### src/rtl/switch_scheduler.sv
// switch_scheduler: per-output round-robin packet scheduler for the 4-port switch.
// Each output locks to its winning input for one header plus L payload words.
module switch_scheduler #(
  parameter int NPORTS = 4,
  parameter int CNT_W  = 32
) (
  input  logic                    clk,
  input  logic                    reset,
  input  logic                    clear,
  input  logic [NPORTS-1:0][31:0] in_data,
  input  logic [NPORTS-1:0]       in_valid,
  output logic [NPORTS-1:0]       in_ready,
  output logic [NPORTS-1:0][31:0] outp,
  output logic [NPORTS-1:0]       out_ram_wr,
  output logic [CNT_W-1:0]        total_time,
  output logic                    busy
);

  typedef enum logic {IDLE = 1'b0, BUSY = 1'b1} state_e;

  state_e            state_q [NPORTS];
  state_e            state_d [NPORTS];
  logic [1:0]        owner_q [NPORTS];
  logic [1:0]        owner_d [NPORTS];
  logic [7:0]        rem_q   [NPORTS];
  logic [7:0]        rem_d   [NPORTS];
  logic [1:0]        rr_q    [NPORTS];
  logic [1:0]        rr_d    [NPORTS];
  logic [1:0]        win_s   [NPORTS];
  logic [1:0]        src_s   [NPORTS];
  logic [NPORTS-1:0] owned_s;
  logic [NPORTS-1:0] win_v_s;
  logic [NPORTS-1:0] acc_s;
  logic [1:0]        idx_s;
  logic              cand_s;

  // Ownership snapshot, IDLE arbitration, accept/ready decode and busy flag
  always_comb begin
    owned_s  = '0;
    win_v_s  = '0;
    acc_s    = '0;
    in_ready = '0;
    idx_s    = 2'd0;
    cand_s   = 1'b0;
    busy     = (|in_valid) | (|out_ram_wr);
    for (int o = 0; o < NPORTS; o++) begin
      win_s[o] = rr_q[o];
      src_s[o] = rr_q[o];
      busy     = busy | (state_q[o] == BUSY);
      for (int i = 0; i < NPORTS; i++) begin
        owned_s[i] = owned_s[i] | ((state_q[o] == BUSY) && (owner_q[o] == 2'(i)));
      end
    end
    // An owned input is hidden from every other output's search
    for (int o = 0; o < NPORTS; o++) begin
      for (int k = 0; k < NPORTS; k++) begin
        idx_s      = rr_q[o] + 2'(k);
        cand_s     = (state_q[o] == IDLE) && in_valid[idx_s] &&
                     (in_data[idx_s][1:0] == 2'(o)) && !owned_s[idx_s] && !win_v_s[o];
        win_s[o]   = cand_s ? idx_s : win_s[o];
        win_v_s[o] = win_v_s[o] | cand_s;
      end
    end
    for (int o = 0; o < NPORTS; o++) begin
      src_s[o] = (state_q[o] == BUSY) ? owner_q[o] : win_s[o];
      acc_s[o] = (state_q[o] == BUSY) ? in_valid[owner_q[o]] : win_v_s[o];
      in_ready[src_s[o]] = in_ready[src_s[o]] | (((state_q[o] == BUSY) | win_v_s[o]) & ~reset);
    end
  end

  // Per-output lock FSM next state
  always_comb begin
    for (int o = 0; o < NPORTS; o++) begin
      state_d[o] = state_q[o];
      owner_d[o] = owner_q[o];
      rem_d[o]   = rem_q[o];
      rr_d[o]    = rr_q[o];
      case (state_q[o])
        IDLE: begin
          if (win_v_s[o]) begin
            rr_d[o] = win_s[o] + 2'd1;
            if (in_data[win_s[o]][11:4] != 8'd0) begin
              state_d[o] = BUSY;
              owner_d[o] = win_s[o];
              rem_d[o]   = in_data[win_s[o]][11:4];
            end else begin
              state_d[o] = IDLE;
            end
          end else begin
            state_d[o] = IDLE;
          end
        end
        BUSY: begin
          if (in_valid[owner_q[o]]) begin
            rem_d[o] = rem_q[o] - 8'd1;
            if (rem_q[o] == 8'd1) begin
              state_d[o] = IDLE;
            end else begin
              state_d[o] = BUSY;
            end
          end else begin
            state_d[o] = BUSY;
          end
        end
        default: begin
          state_d[o] = IDLE;
        end
      endcase
    end
  end

  // State, forwarding registers and saturating busy-cycle counter
  always_ff @(posedge clk) begin
    if (reset) begin
      for (int o = 0; o < NPORTS; o++) begin
        state_q[o] <= IDLE;
        owner_q[o] <= 2'd0;
        rem_q[o]   <= 8'd0;
        rr_q[o]    <= 2'd0;
        outp[o]    <= 32'd0;
      end
      out_ram_wr <= '0;
      total_time <= '0;
    end else begin
      for (int o = 0; o < NPORTS; o++) begin
        state_q[o] <= state_d[o];
        owner_q[o] <= owner_d[o];
        rem_q[o]   <= rem_d[o];
        rr_q[o]    <= rr_d[o];
        outp[o]    <= acc_s[o] ? in_data[src_s[o]] : outp[o];
      end
      out_ram_wr <= acc_s;
      if (clear) begin
        total_time <= '0;
      end else if (busy && (total_time != {CNT_W{1'b1}})) begin
        total_time <= total_time + CNT_W'(1);
      end else begin
        total_time <= total_time;
      end
    end
  end

endmodule

### config.mk
export PLATFORM = sky130hd
export DESIGN_NAME = switch_scheduler
export DESIGN_NICKNAME = d
export VERILOG_FILES = /design/src/rtl/switch_scheduler.sv
export SDC_FILE = /design/constraint.sdc
export NUM_CORES = 1
export LEC_CHECK = 0
export ABC_AREA = 1
export CAP_MARGIN = 5
export CORE_UTILIZATION = 40
export DETAILED_ROUTE_END_ITERATION = 12
export GPL_TIMING_DRIVEN = 1
export PLACE_DENSITY = 0.66
export SLEW_MARGIN = 25
export SYNTH_ARGS = -nofsm -noshare
export SYNTH_HDL_FRONTEND = slang
export SYNTH_SLANG_ARGS = --single-unit
### constraint.sdc
create_clock -name clk -period 3.1 [get_ports clk]
set_input_delay 0.31 -clock clk [delete_from_list [all_inputs] [get_ports clk]]
set_output_delay 0.31 -clock clk [all_outputs]
set_load 0.02 [all_outputs]
======== Yosys cells after proc, flatten, opt, wreduce, memory -nomap -nowiden ========
Memory sizes are Yosys's and may differ from the RTL's.
Index checks and enable logic that the tools add are counted.
operators by class
  $lt $le $gt $ge ......................... 32
  reduce and logical (&&, ||, !) cells .... 124
  add/sub/neg operators ................... 21
  bitwise gates (word level) .............. 63
  mux-type cells .......................... 234
  eq/ne operators ......................... 29
operators with widths
  kind                                                                          number
  32-bit binary-select mux with 2-bit select                                    24
  32-bit two-way mux                                                            4
  8-bit two-way mux                                                             16
  2-bit two-way mux                                                             60
  2-bit by 3-bit less-than comparator with 1-bit output, second input constant  28
  1-bit logical AND                                                             81
  1-bit binary-select mux with 2-bit select                                     40
  1-bit two-way mux                                                             71
  8-bit case mux with 2 select lines                                            4
  1-bit bitwise OR                                                              53
  12-bit two-way mux                                                            4
  32-bit by 1-bit adder with 32-bit output, second input constant               1
  2-bit equality test, second input constant                                    16
  8-bit by 1-bit equality test with 1-bit output, second input constant         4
  32-bit != test, second input constant                                         1
  8-bit nonzero test                                                            4
  8-bit by 1-bit subtractor with 8-bit output, second input constant            4
  1-bit zero test                                                               28
  2-bit by 1-bit adder with 2-bit output, second input constant                 8
  2-bit adder, second input constant                                            8
  2-bit by 1-bit equality test with 1-bit output, second input constant         8
  2-bit zero test                                                               8
  4-bit bitwise mux                                                             3
  1-bit demux with 2-bit select                                                 4
  other kinds (7)                                                               21
word-level totals
  output and inout port bits .............. 169
  bits in registers ....................... 164
  memories kept ........................... 4
  RAM bits ................................ 52
  bits of input ports ..................... 135
  logic and storage cells ................. 513
memory list
  memory   depth  bits a word  read ports  clocked after Yosys merged registers in  write ports  RTL line  text
  rem_q    4      8            4           0                                        4            25        logic [7:0] rem_q [NPORTS];
  owner_q  4      2            4           0                                        4            23        logic [1:0] owner_q [NPORTS];
  rr_q     4      2            4           0                                        4            27        logic [1:0] rr_q [NPORTS];
  state_q  4      1            4           0                                        4            21        state_e state_q [NPORTS];

======== Logic depth before layout (Yosys ltp) ========
  word-level depth ........................ 36
  mapped depth ............................ 31
  gate-level depth less buffers ........... 30

======== Worst setup path before layout ========
No wires, ideal clock.
  path type ............................... reg2out
  start point ............................. memory rr_q[1][0] (netlist: rr_q[0][2])
  end point ............................... output in_ready[0]
  path buffers ............................ 2
  cell stages (with the launch flop) ...... 24
  data required time ...................... 2.790 ns
  setup slack ............................. 0.015 ns
  arrival ................................. 2.775 ns
  path through ............................ dfxtp_1 buf_4 buf_6 o21ai_1 nand2_1 nand2_1 nand2_1 nor2_2 inv_2 nor2_2 nand3_1 nand2_1 inv_2 nand3_1 nand3_1 a21oi_2 nand2_1 nand3_1 nand2_1 nand2_1 nand2_1 nand2_1 nor2_1 o2111ai_1
RTL lines
  item                RTL line  text
  start: declaration  27
  end: declaration    12        output logic [NPORTS-1:0] in_ready,

==> flow_summary.yaml <==
worst_setup_path:
  critPathTopFamily: "simple AND/OR/NAND/NOR gates"
  cp-end-kind: "output port"
  start_kind: "register"
  crit_path_max_incr_delay_ns: 0.34
  worst-path-buf-inv: 6
  critical_path_class: "register to output port"
  slowest_stage: "dfxtp_2"
  r2r-start: "owner_q[2][1]"
  critPathRequiredTime_ns: 2.79
  setup.worst_path.start: "owner_q[2][1]"
  cp_max_fo: 6
  cp.arrival_ns: 3.86
clocking:
  clk_pin_slew_worst_paths_ns: 0.06
  cts_sinks: 216
  clock_path_buffers: 3
  clock_latency_ns: 0.57
  htreeDepth: 1
  tritoncts: "done"
  cts-root-buf: "clkbuf_16"
  cts_buffers: 27
  ctsHoldBuffers: 0
detailed_routing:
  wirelength_um: 76600
  wl_per_cell_um: 21.0
  via_per_inst: 5.70
  via_count: 20820
  drt_iter0_markers: 1804
  first_pass_iters: 8
  postRouteAntennaNets: 0
  drc_errors: 0
timing:
  slew_viol_final: 0
  worst_slack_ns: -1.07
  min_period_over_period_pct: 134
  fin_crit_ns: 4.17
  slew_headroom_pct: 33.3
  hold_viol_final: 0
  fmax_mhz: 240
  fin_skew_ns: 0.0280
  rsz0062_at_grt: "true"
  worstMarginPinSlew_ns: 1.00
  setup_viol: 124
global_route:
  grt_overflow_total: 0
  grt_pass1_vias: 19554
  grt_pass1_wl_um: 113000
  antenna_found_initial: 3
  grt_max_degree: 109
  track_usage_pct: 35.1
place:
  dp_cells: 3544
  routabilityCongestion: 0.988
  io_buffers: 303
  dp_hpwl_um: 53600
synth:
  ys_types: 63
  postSynthCellCount: 2548
  ys_seq_elements: 216
  synth_area_leaders: "dfxtp_1 (27%), nand2_1 (17%), o221ai_1 (6.2%)"
  synth_nets: 2692
  synth_top_family_by_area: "simple AND/OR/NAND/NOR gates"
  synth_fa_ha_area_share_pct: 0.699
  synth_area_leader_cell: "dfxtp_1"
  synth-simple-area-share_pct: 33.3
  ys_warn_count: 0
  yosysMostFrequentCell: "nand2_1"
  async_flop_share_pct: 0
  synth_top_area_share_pct: 26.9
  yosysSeqAreaShare_pct: 26.9
  synthFlopType: "dfxtp_1"
  avgSynthCellArea_um2: 6.32
  syn-cell-area_mm2: 0.0161
  synth_xor_area_share_pct: 0.870
  muxShareOfSynthArea_pct: 0.124
  synth_edf_count: 0
  synth_compound_gate_area_share_pct: 25.4
  synth_common_cells: "nand2_1 (713), inv_1 (253), dfxtp_1 (216)"
finish:
  nets: 3252
  regArea_mm2: 0.00437
  final_cells: 3652
  area_growth_pct: 50.9
  nFillCells: 3693
  layout-drive-gt1-share_pct: 24.9
  n_antenna_cell: 0
  multiInputGateArea_mm2: 0.0106
floorplan:
  start_util_pct: 40.5
  ios: 304
  std_cell_rows: 73
  core_area_mm2: 0.0397
  die_h_um: 203
  dieArea_mm2: 0.0411
  die_w_um: 203
run_status:
  violations: "setup timing"
  status: "finished with violations"
hold_path:
  hp-start: "rem_q[0][1]"
  hold_class: "register to register"
job:
  maxCapViolations: 0
-- worst paths after layout --
path | slack (ns) | to | cells past startpoint
worst max-delay path | -1.07 | in_ready[2] | 27
worst min-delay path | 0.48 | rem_q[0][1] | 2
worst max register to register | -0.48 | rem_q[2][0] | 28
worst min register to register | 0.48 | rem_q[0][1] | 2
-- area by class of cell --
class,instances,area share [%]
tap,525,2.70
clock buffer,34,2.97
clock inverter,14,0.649
timing repair buffer,677,26.6
sequential,216,18.0
multi-input combinational,1855,43.7
inverter,331,5.40
-- metal layers --
metal	wire [µm]	track usage (%)	part of all wire, %	vias to the layer above
li1	-	-	-	9720
met1	30200	44.8	39	9729
met2	34800	58.0	45	1111
met3	7810	6.60	10	254
met4	3810	14.3	5.0	6
met5	46	0	0.060	-
-- placed cells by master, fill, tap and decap left out, types with 6 or more instances in the layout --
cell	netlist	routed
ha_1	9	9
nand2_4	14	27
dfxtp_4	0	12
inv_1	253	244
dfxtp_1	216	201
nand3_4	1	9
nand3_2	11	37
clkinvlp_4	0	6
o221ai_1	114	94
a22oi_2	9	12
a22oi_1	72	69
inv_4	3	14
nand2_1	713	665
clkbuf_16	0	32
nor2_1	171	164
buf_12	0	28
nand2_2	21	53
buf_6	15	32
a21oi_1	109	98
nor2_2	8	11
o21ai_2	5	21
o21ai_1	78	76
nor4_1	7	6
nor3_1	15	14
xor2_1	13	13
a21oi_2	9	17
o21ai_0	135	119
buf_4	17	306
nor2_4	13	17
nand3_1	190	156
clkdlybuf4s50_1	0	299
nand4_1	27	27
inv_2	70	66
o221ai_2	2	22
o211ai_1	55	55
-- cell families (layout without fill, tap and decap cells) --
group / after synthesis / after routing
adder cells (fa/ha/maj): 9 / 9
multiplexers: 2 / 2
buffers and inverters: 479 / 1056
AND/OR/NAND/NOR: 1207 / 1209
flip-flops: 216 / 216
AO/OA/AOI/OAI: 619 / 619
XOR/XNOR: 16 / 16
-- sequential cells by signal (all words and copies together), names as in the netlist --
register and count:
outp 128, rem_q 32, owner_q 8, rr_q 8
total_time 32, out_ram_wr 4, state_q 4
-- worst reg2reg max path, delay by kind of cell, from the launching register on --
family                 cells  cell delay (ns)
AOI/OAI and AO/OA          7             0.93
buffers and inverters      7             0.79
and+or+nand+nor           14             1.38
DFF                        1             0.36
-- what timing repair did --
item	4_1_cts	5_1_grt
resized for setup	207	149
cloned	4	6
endpoints found under the hold margin	0	0
endpoints found under the setup margin	178	186
setup buffers	38	14
pin swaps	75	91
-- per-stage QoR --
step                TNS, ns  hold slack, ns  utilization [%]  setup WS (ns)  cell area [µm²]
detailed placement   -97.42           0.469             54.3          -1.19            21600
global placement     -91.24           0.463             54.3          -1.15            21600
CTS                  -26.95           0.481             59.2         -0.806            23500
global route         -57.05           0.510             61.2          -1.27            24300
finish               -33.42           0.481             61.2          -1.07            24300
floorplan                 0           0.452                -         0.0146            16100
Power is left out: the tool's default activity adds up to more than one toggle a clock period on the data nets, which glitch-free logic cannot reach.
